===== src/rtl/uart_pkg.sv =====
// rtl/uart_pkg.sv - shared types and defaults for the UART TX arbiter
package uart_pkg;

  localparam int DEFAULT_DATA_W = 8;
  // one bit time at 9600 baud from a 50 MHz sysclk
  localparam int BAUD_CYCLES = 5208;

  typedef enum logic [2:0] {
    IDLE,
    START,
    WAIT_BUSY,
    WAIT_DONE,
    GAP
  } uart_arb_state_t;

endpackage


===== src/rtl/uart_hold_buf.sv =====
// rtl/uart_hold_buf.sv - one-entry valid/ready holding register for a TX requester
module uart_hold_buf
  import uart_pkg::*;
#(
  parameter int DATA_W = DEFAULT_DATA_W
) (
  input  logic              sysclk,
  input  logic              reset,
  input  logic              in_valid,
  input  logic [DATA_W-1:0] in_data,
  output logic              in_ready,
  input  logic              clear,
  output logic              full,
  output logic [DATA_W-1:0] data
);

  assign in_ready = ~full;

  // clear only arrives while full, and accept only while empty, so they never collide
  always_ff @(posedge sysclk) begin
    if (reset) begin
      full <= 1'b0;
      data <= '0;
    end else if (clear) begin
      full <= 1'b0;
    end else if (in_valid && !full) begin
      full <= 1'b1;
      data <= in_data;
    end
  end

endmodule


===== src/rtl/uart_tx_arbiter.sv =====
// rtl/uart_tx_arbiter.sv - round-robin sharing of one UART TX core; UART_ARB_STATS_EN adds sent counters
module uart_tx_arbiter
  import uart_pkg::*;
#(
  parameter int DATA_W        = DEFAULT_DATA_W,
  parameter int GAP_CYCLES    = BAUD_CYCLES,
  parameter int START_TIMEOUT = 16
) (
  input  logic              sysclk,
  input  logic              reset,
  input  logic              req0_valid,
  input  logic [DATA_W-1:0] req0_data,
  output logic              req0_ready,
  input  logic              req1_valid,
  input  logic [DATA_W-1:0] req1_data,
  output logic              req1_ready,
  output logic              tx_start,
  output logic [DATA_W-1:0] tx_data,
  input  logic              tx_busy,
  output logic              grant,
  output logic              active,
  output logic              err_timeout
`ifdef UART_ARB_STATS_EN
  ,
  output logic [15:0]       sent0_cnt,
  output logic [15:0]       sent1_cnt
`endif
);

  localparam int WAIT_W = $clog2(START_TIMEOUT + 1);
  localparam int GAP_W  = (GAP_CYCLES > 0) ? $clog2(GAP_CYCLES + 1) : 1;

  uart_arb_state_t   state, state_nxt;
  logic              last_grant;
  logic [WAIT_W-1:0] wait_cnt;
  logic [GAP_W-1:0]  gap_cnt;
  logic              full0, full1;
  logic [DATA_W-1:0] buf0_data, buf1_data;
  logic              sel, do_grant, timeout, byte_done;

  uart_hold_buf #(.DATA_W(DATA_W)) u_buf0 (
    .sysclk   (sysclk),
    .reset    (reset),
    .in_valid (req0_valid),
    .in_data  (req0_data),
    .in_ready (req0_ready),
    .clear    (do_grant & ~sel),
    .full     (full0),
    .data     (buf0_data)
  );

  uart_hold_buf #(.DATA_W(DATA_W)) u_buf1 (
    .sysclk   (sysclk),
    .reset    (reset),
    .in_valid (req1_valid),
    .in_data  (req1_data),
    .in_ready (req1_ready),
    .clear    (do_grant & sel),
    .full     (full1),
    .data     (buf1_data)
  );

  assign tx_start  = (state == START);
  assign active    = (state != IDLE);
  assign byte_done = (state == WAIT_DONE) && !tx_busy;

  always_comb begin
    state_nxt = state;
    do_grant  = 1'b0;
    timeout   = 1'b0;
    // with both full, the requester not served last time wins
    sel       = (full0 && full1) ? ~last_grant : full1;
    case (state)
      IDLE: begin
        if (full0 || full1) begin
          do_grant  = 1'b1;
          state_nxt = START;
        end
      end
      START:     state_nxt = WAIT_BUSY;
      WAIT_BUSY: begin
        if (tx_busy) begin
          state_nxt = WAIT_DONE;
        end else if (wait_cnt >= WAIT_W'(START_TIMEOUT - 1)) begin
          timeout   = 1'b1;
          state_nxt = IDLE;
        end
      end
      WAIT_DONE: begin
        if (!tx_busy) state_nxt = (GAP_CYCLES == 0) ? IDLE : GAP;
      end
      GAP: begin
        if (gap_cnt == '0) state_nxt = IDLE;
      end
      default: state_nxt = IDLE;
    endcase
  end

  // wait_cnt counts from the START cycle so the timeout lands START_TIMEOUT cycles after tx_start
  always_ff @(posedge sysclk) begin
    if (reset) begin
      state       <= IDLE;
      tx_data     <= '0;
      grant       <= 1'b0;
      last_grant  <= 1'b1;
      err_timeout <= 1'b0;
      wait_cnt    <= '0;
      gap_cnt     <= '0;
    end else begin
      state <= state_nxt;
      if (do_grant) begin
        tx_data    <= sel ? buf1_data : buf0_data;
        grant      <= sel;
        last_grant <= sel;
        wait_cnt   <= '0;
      end
      if (state == START || state == WAIT_BUSY) wait_cnt <= wait_cnt + 1'b1;
      if (timeout) err_timeout <= 1'b1;
      if (byte_done) gap_cnt <= GAP_W'(GAP_CYCLES - 1);
      else if (state == GAP) gap_cnt <= gap_cnt - 1'b1;
    end
  end

`ifdef UART_ARB_STATS_EN
  always_ff @(posedge sysclk) begin
    if (reset) begin
      sent0_cnt <= '0;
      sent1_cnt <= '0;
    end else if (byte_done) begin
      if (grant) sent1_cnt <= sent1_cnt + 16'd1;
      else       sent0_cnt <= sent0_cnt + 16'd1;
    end
  end
`endif

endmodule

===== config.mk =====
export PLATFORM = sky130hd
export DESIGN_NAME = uart_tx_arbiter
export DESIGN_NICKNAME = d
export VERILOG_FILES = /design/src/rtl/uart_pkg.sv /design/src/rtl/uart_hold_buf.sv /design/src/rtl/uart_tx_arbiter.sv
export SDC_FILE = /design/constraint.sdc
export NUM_CORES = 1
export LEC_CHECK = 0
export ABC_AREA = 1
export BUFFER_PORTS_ARGS = -buffer_cell sky130_fd_sc_hd__clkbuf_2
export CORE_ASPECT_RATIO = 0.7
export CORE_MARGIN = 3
export CORE_UTILIZATION = 45
export DETAILED_ROUTE_END_ITERATION = 10
export MAX_ROUTING_LAYER = met4
export PLACE_DENSITY = 0.65
export SLEW_MARGIN = 20
export SYNTH_ARGS = -nofsm -noshare
export SYNTH_HDL_FRONTEND = slang
export SYNTH_HIERARCHICAL = 1
export SYNTH_SLANG_ARGS = --single-unit

===== constraint.sdc =====
create_clock -name sysclk -period 1.64 [get_ports sysclk]
set_input_delay 0.164 -clock sysclk [delete_from_list [all_inputs] [get_ports sysclk]]
set_output_delay 0.164 -clock sysclk [all_outputs]
set_load 0.01 [all_outputs]

==> results of run 1 <==
[through the flow]
| step | utilization | setup WS, ns | hold WS (ns) |
|---|---|---|---|
| after floorplan | - | 0.215 | 0.241 |
| after global placement | 0.540 | 0.125 | 0.449 |
| after detailed placement | 0.540 | 0.0543 | 0.446 |
| after CTS | 0.558 | 0.0379 | 0.165 |
| after global routing | 0.568 | 0.0119 | 0.186 |
| final | 0.568 | 0.111 | 0.169 |
[area by class of cell]
cell class	count	area (sq um)
clock buffers	7	86.3
clock inverters	1	5.00
fillers	487	2180
inverters	58	220
multi-input cells	239	1200
flip-flops and latches	50	1000
well taps	69	86.3
repair buffers	45	265
[state kept, by name (all words and copies together), names as in the netlist]
name         flops
gap_cnt         13
wait_cnt         5
u_buf1/full      1
u_buf0/data      8
u_buf1/data      8
last_grant       1
state            3
err_timeout      1
grant            1
tx_data          8
u_buf0/full      1
[power breakdown]
| group | switching [mW] | leakage [nW] | internal, mW | total, mW |
|---|---|---|---|---|
| Clock | 0.387 | 0.0482 | 0.341 | 0.728 |
| Sequential | 0.163 | 0.410 | 1.43 | 1.59 |
| Combinational | 0.942 | 0.938 | 0.581 | 1.52 |
| Total | 1.49 | 1.40 | 2.35 | 3.84 |
[kinds of logic after synthesis]
family                   after synthesis  synth area share
AND/OR/NAND/NOR                      181             0.344
buffers and inverters                 68             0.118
AO/OA/AOI/OAI                         54             0.116
flip-flops                            50             0.403
adder cells (fa/ha/maj)                3            0.0151
XOR/XNOR                               1           0.00353
[layout by cell type, fill, tap and decap left out, drive strengths merged]
cell / count
a21oi: 31
o211ai: 1
nor3: 5
nand3b: 1
buf: 11
clkbuf: 41
nand4: 5
a31oi: 8
dfxtp: 50
nor4: 1
o31ai: 2
nand3: 32
nor2: 51
clkinv: 1
inv: 58
ha: 3
nand2: 86
o21ai: 12
xor2: 1
[worst paths after layout]
check,startpoint,to,slack [ns],cells after the start
setup / recovery,wait_cnt[1],state[0],0.11,10
setup reg to reg,wait_cnt[1],state[0],0.11,10
hold / removal,req0_data[5],u_buf0/data[5],0.17,5
hold reg to reg,last_grant,last_grant,0.47,2
[layer usage]
layer / routed length [um] / global-route usage / up-vias
met4: 17 / 0.0360 / 0
li1: - / - / 1221
met2: 2020 / 0.258 / 50
met3: 294 / 0.0363 / 4
met5: 0 / - / -
met1: 3040 / 0.280 / 986
[critical path, cell delays in order (launching register included)]
cell and delay (ns):
dfxtp_2 0.34, ha_1 0.19, inv_1 0.08, nor3_2 0.04, ha_1 0.19, nor2_2 0.11
nand2_1 0.07, nor2_1 0.13, nor2_1 0.08, a21oi_1 0.15, nor2_1 0.06
[repair_timing]
item	4_1_cts	5_1_grt
setup endpoints to repair	0	11
setup buffers	0	3
hold buffers	0	0
gates resized for setup	0	6
==> run_results.csv, run 1 <==
group,metric,value,unit
die,ios,35,
cts,cts_root_buf,"clkbuf_8",
global_routing,grt.overflow.total,0,
placement,place.gp.congestion,0.780,
synth,syn-num-nets,381,
cts,cts_num_sinks,50,
synth,synth.avg_cell_area,6.95,sq um
sta,setup_viol,0,
placement,post_dp_cell_area,2730,sq um
cts,cts_buffers,5,
die,core_area,5040,sq um
finish,syn_to_final_growth,15.4,%
job,maxCapViolCount,0,
detailed_routing,drtIter0Drc,87,
detailed_routing,drc_errors,0,
power_and_ir_drop,p_per_area,1340,nW/um^2
setup_path,required,1.84,ns
min_path,hold_class,"in2reg",
synth,synth_edf_count,0,
synth,synthCells,357,
detailed_routing,avgViaCountPerCell,4.82,
sta,finalHoldViolations,0,
global_routing,grt_max_degree,19,
setup_path,crit_path_start_kind,"register",
finish,n_antenna_cell,0,
global_routing,grt_pass1_vias,2004,
setup_path,crit_arrival,1.73,ns
cts,clockBufferDepth,2,
detailed_routing,drtAntennaViolNets,0,
synth,yosysUniqueCellTypes,28,
synth,seq_area_frac_synth,0.403,
placement,hpwl,4060,um
die,initial_utilization,0.492,
synth,synth_area,2480,sq um
run_status,outcome,"finished clean",
synth,ys_seq_elements,50,
setup_path,critical_path_class,"reg2reg",
finish,design_area,2870,sq um
sta,timing.fmax,0.654,GHz
sta,min_period,1.53,ns
synth,synth_ff_type,"dfxtp_1",
die,die-area,6460,sq um
cts,insertion_delay,0.29,ns
sta,slew_headroom,0.764,
detailed_routing,vias,2261,
synth,yosys-top-cells-count,"nand2_1 (82), inv_1 (54), dfxtp_1 (50)",
detailed_routing,dr.pass1.iters,4,
power_and_ir_drop,leakagePower,1.40,nW
detailed_routing,wl_per_cell,11.5,um
global_routing,grt_pass1_wl,9290,um
finish,drive_gt1_frac,0.195,
setup_path,worstPathMaxFanout,4,
placement,io_buffers,34,
sta,rsz0062_at_grt,"no",
sta,fin_skew,0.00821,ns
finish,nets,423,
synth,synth_top_area_share,0.403,
synth,ys_top_cells_by_area,"dfxtp_1 (40%), nand2_1 (12%), inv_1 (8.2%)",
placement,place_inst,458,
sta,slew_violations,0,
sta,worst_slew_pin_slew,0.353,ns
sta,fin_crit_sh,0.932,
cts,path_clk_slew,0.09,ns
finish,instances_no_fill,469,
synth,synth_warnings,6,
power_and_ir_drop,ir_drop,0.641,mV
sta,fin_setup_tns,0,ns
die,rows,21,
global_routing,gr-usage-all-layers,0.187,
detailed_routing,wl,5370,um
power_and_ir_drop,total_power,3.84,mW
synth,async_reset_ff_frac,0,
global_routing,antenna_found_initial,0,
cts,cts_tree,"done",
cts,h-tree-depth,2,
synth,synth_most_common_cell,"nand2_1",
synth,yosysTopAreaCell,"dfxtp_1",
setup_path,endpoint_kind,"register",
die,fp.dieH,68.1,um
die,fp.dieW,94.8,um
(Power assumes the default switching activity.)
==> inputs of run 2 (changes only) <==
--- a/config.mk
+++ b/config.mk
@@ -5,14 +5,13 @@
 export SDC_FILE = /design/constraint.sdc
 export NUM_CORES = 1
 export LEC_CHECK = 0
-export ABC_AREA = 1
 export BUFFER_PORTS_ARGS = -buffer_cell sky130_fd_sc_hd__clkbuf_2
 export CORE_ASPECT_RATIO = 0.7
 export CORE_MARGIN = 3
 export CORE_UTILIZATION = 45
 export DETAILED_ROUTE_END_ITERATION = 10
 export MAX_ROUTING_LAYER = met4
-export PLACE_DENSITY = 0.65
+export PLACE_DENSITY = 0.66
 export SLEW_MARGIN = 20
 export SYNTH_ARGS = -nofsm -noshare
 export SYNTH_HDL_FRONTEND = slang
==> run 2 against run 1 <==
Net effect: the flow now finishes with violations (setup timing); sequential cell count unchanged; critical path depth down 6; count of clock-buffer cells in the layout down 2; global-route usage up 0.76 points; power down 3.5%; cell count down 17%; sequential power down 4%; combinational power down 3%; clock power down 1%; hold slack worse by 0.081 ns; setup slack worse by 0.27 ns; critical path type unchanged.
==> run_results.csv, run 2 <==
group,metric,value,unit
finish,syn_to_final_growth,31.8,%
die,initial_utilization,0.473,
die,core_area,4830,sq um
power_and_ir_drop,p_int,2.46,mW
sta,slew_violations,0,
sta,finalHoldViolations,0,
synth,synth_warnings,6,
placement,io_buffers,34,
global_routing,gr-usage-all-layers,0.194,
power_and_ir_drop,pwr-share-clk,0.194,
power_and_ir_drop,leakagePower,1.28,nW
detailed_routing,wl_per_cell,13.4,um
placement,place_inst,378,
finish,drive_gt1_frac,0.355,
power_and_ir_drop,p_per_area,1230,nW/um^2
synth,yosysTopAreaCell,"dfxtp_1",
sta,fin_crit_sh,1.10,
die,fp.dieH,65.6,um
setup_path,crit_path_start_kind,"register",
power_and_ir_drop,ir_drop,0.658,mV
global_routing,grt.overflow.total,0,
setup_path,critical_path_class,"reg2reg",
setup_path,crit_arrival,2.04,ns
finish,largest_reg_flops,13,
placement,place_ws,-0.190,ns
power_and_ir_drop,p_comb_frac,0.397,
cts,cts_root_buf,"clkbuf_8",
synth,synth_top_area_share,0.438,
setup_path,worstPathCellList,"or4_4 > or3_4 > or4_4 > a31oi_1",
setup_path,worstPathMaxFanout,4,
run_status,violations,"setup timing",
setup_path,required,1.88,ns
sta,timing.fmax,0.556,GHz
synth,synth_edf_count,0,
sta,slew_headroom,0.649,
cts,cts_tree,"done",
placement,place.gp.congestion,0.886,
detailed_routing,wl,5230,um
cts,path_clk_slew,0.10,ns
sta,fin_ws,-0.159,ns
synth,ys_seq_elements,50,
die,die-area,5980,sq um
finish,instances_no_fill,390,
sta,rsz0062_at_grt,"yes",
cts,cts_buffers,5,
min_path,hold_class,"in2reg",
synth,seq_area_frac_synth,0.438,
detailed_routing,drc_errors,0,
synth,yosys-top-cells-count,"dfxtp_1 (50), nand2b_1 (33), nor2_1 (22)",
job,maxCapViolCount,0,
power_and_ir_drop,swShare,0.336,
finish,final_common_cell,"dfxtp_1",
die,ios,35,
finish,fillers,440,
power_and_ir_drop,total_power,3.71,mW
die,rows,21,
sta,worst_slew_pin_slew,0.526,ns
cts,h-tree-depth,2,
synth,synth_most_common_cell,"dfxtp_1",
setup_path,slowest_stage,"or4_4",
power_and_ir_drop,power_switching,1.25,mW
synth,synth_ff_type,"dfxtp_1",
synth,async_reset_ff_frac,0,
detailed_routing,vias,1965,
cts,clockBufferDepth,2,
synth,synth.avg_cell_area,9.25,sq um
cts,insertion_delay,0.30,ns
detailed_routing,dr.pass1.iters,4,
finish,final_cell_mix,"dfxtp_1 (43), buf_4 (42), clkbuf_2 (34), nand2b_1 (33), nor2_1 (22)",
die,fp.dieW,91.2,um
global_routing,grt_pass1_wl,8880,um
sta,setup_viol,3,
sta,fin_skew,0.00851,ns
run_status,outcome,"finished with violations",
placement,hpwl,3850,um
synth,yosysUniqueCellTypes,43,
cts,cts_num_sinks,50,
setup_path,path_common_cell,"or4_4",
finish,n_antenna_cell,0,
synth,syn-num-nets,271,
synth,ys_top_cells_by_area,"dfxtp_1 (44%), nand2b_1 (9.0%), mux2i_1 (7.4%)",
finish,nets,344,
setup_path,endpoint_kind,"register",
synth,synthCells,247,
global_routing,grt_pass1_vias,1864,
sta,min_period,1.80,ns
finish,regMostFlops,"gap_cnt",
setup_path,max_stage_delay,0.53,ns
synth,synth_area,2280,sq um
detailed_routing,drtAntennaViolNets,0,
global_routing,grt_max_degree,44,
detailed_routing,drtIter0Drc,132,
finish,fin_util,0.623,
power_and_ir_drop,pwr-share-seq,0.409,
global_routing,antenna_found_initial,0,
detailed_routing,avgViaCountPerCell,5.04,
run 2: changes by cell type after synthesis, moves of 4 or more:
cell,change
a31oi_1,-5
o21ai_0,-8
nand2b_1,+33
nand2_1,-70
xnor2_1,+4
a21oi_1,-15
inv_1,-44
a222oi_1,+8
nor2_1,-18
mux2i_1,+17
nand3_1,-28
nor2_4,-7
run 2: stage by stage:
stage	hold WS, ns	area, sq um	TNS (ns)
after floorplan	0.319	2310	-0.193
after global placement	0.409	2810	-0.273
after detailed placement	0.416	2810	-0.557
after CTS	0.0833	2940	-0.214
after global routing	0.0837	3010	-0.558
final	0.0885	3010	-0.211
run 2: power groups by stage:
stage          clock [mW]  sequential, mW  combinational, mW
2_1_floorplan           0            1.51              0.802
3_3_place_gp            0            1.53               1.34
3_5_place_dp            0            1.53               1.35
4_1_cts             0.740            1.51               1.38
5_1_grt             0.798            1.54               1.63
6_report            0.718            1.52               1.47
run 2: cells by family (layout without fill, tap and decap cells):
| family | Yosys count | in the layout | synth area share |
|---|---|---|---|
| buffers and inverters | 21 | 95 | 0.0422 |
| AND/OR/NAND/NOR | 106 | 106 | 0.271 |
| XOR/XNOR | 8 | 8 | 0.0307 |
| multiplexers | 17 | 17 | 0.0745 |
| AO/OA/AOI/OAI | 42 | 42 | 0.127 |
| flip-flops | 50 | 50 | 0.438 |
| adder cells (fa/ha/maj) | 3 | 3 | 0.0164 |
run 2: worst max-delay path: cells and delay by family (launching register included):
family | cells | cell delay [ns]
AO/OA/AOI/OAI | 1 | 0.13
flip-flops | 1 | 0.33
AND/OR/NAND/NOR | 3 | 1.29
run 2: worst paths after layout:
kind                  startpoint        endpoint  slack (ns)  cells past startpoint
hold reg to reg   u_buf1/data[0]  u_buf1/data[0]        0.48                      2
setup reg to reg      gap_cnt[6]     gap_cnt[10]       -0.16                      4
hold / removal      req0_data[2]  u_buf0/data[2]        0.09                      3
setup / recovery      gap_cnt[6]     gap_cnt[10]       -0.16                      4
run 2: area by class of cell:
| class | count | area [sq um] | share of cell area |
|---|---|---|---|
| clock buffer | 5 | 68.8 | 0.0229 |
| timing repair buffer | 77 | 505 | 0.168 |
| multi-input combinational | 176 | 1280 | 0.425 |
| sequential | 50 | 1010 | 0.336 |
| tap | 69 | 86.3 | 0.0287 |
| inverter | 10 | 37.5 | 0.0125 |
| clock inverter | 3 | 21.3 | 0.00706 |
run 2: repair_timing:
action	4_1_cts	5_1_grt
buffers inserted	0	4
endpoints found under the setup margin	15	10
hold buffers	0	0
resized for setup	8	11
pin swaps	3	2
run 2: routing by layer:
layer / up-vias / wire [um] / global-route usage
li1: 1025 / - / -
met1: 901 / 2640 / 0.267
met2: 32 / 2260 / 0.283
met3: 7 / 269 / 0.0446
met4: 0 / 64 / 0.0620
met5: - / 0 / -
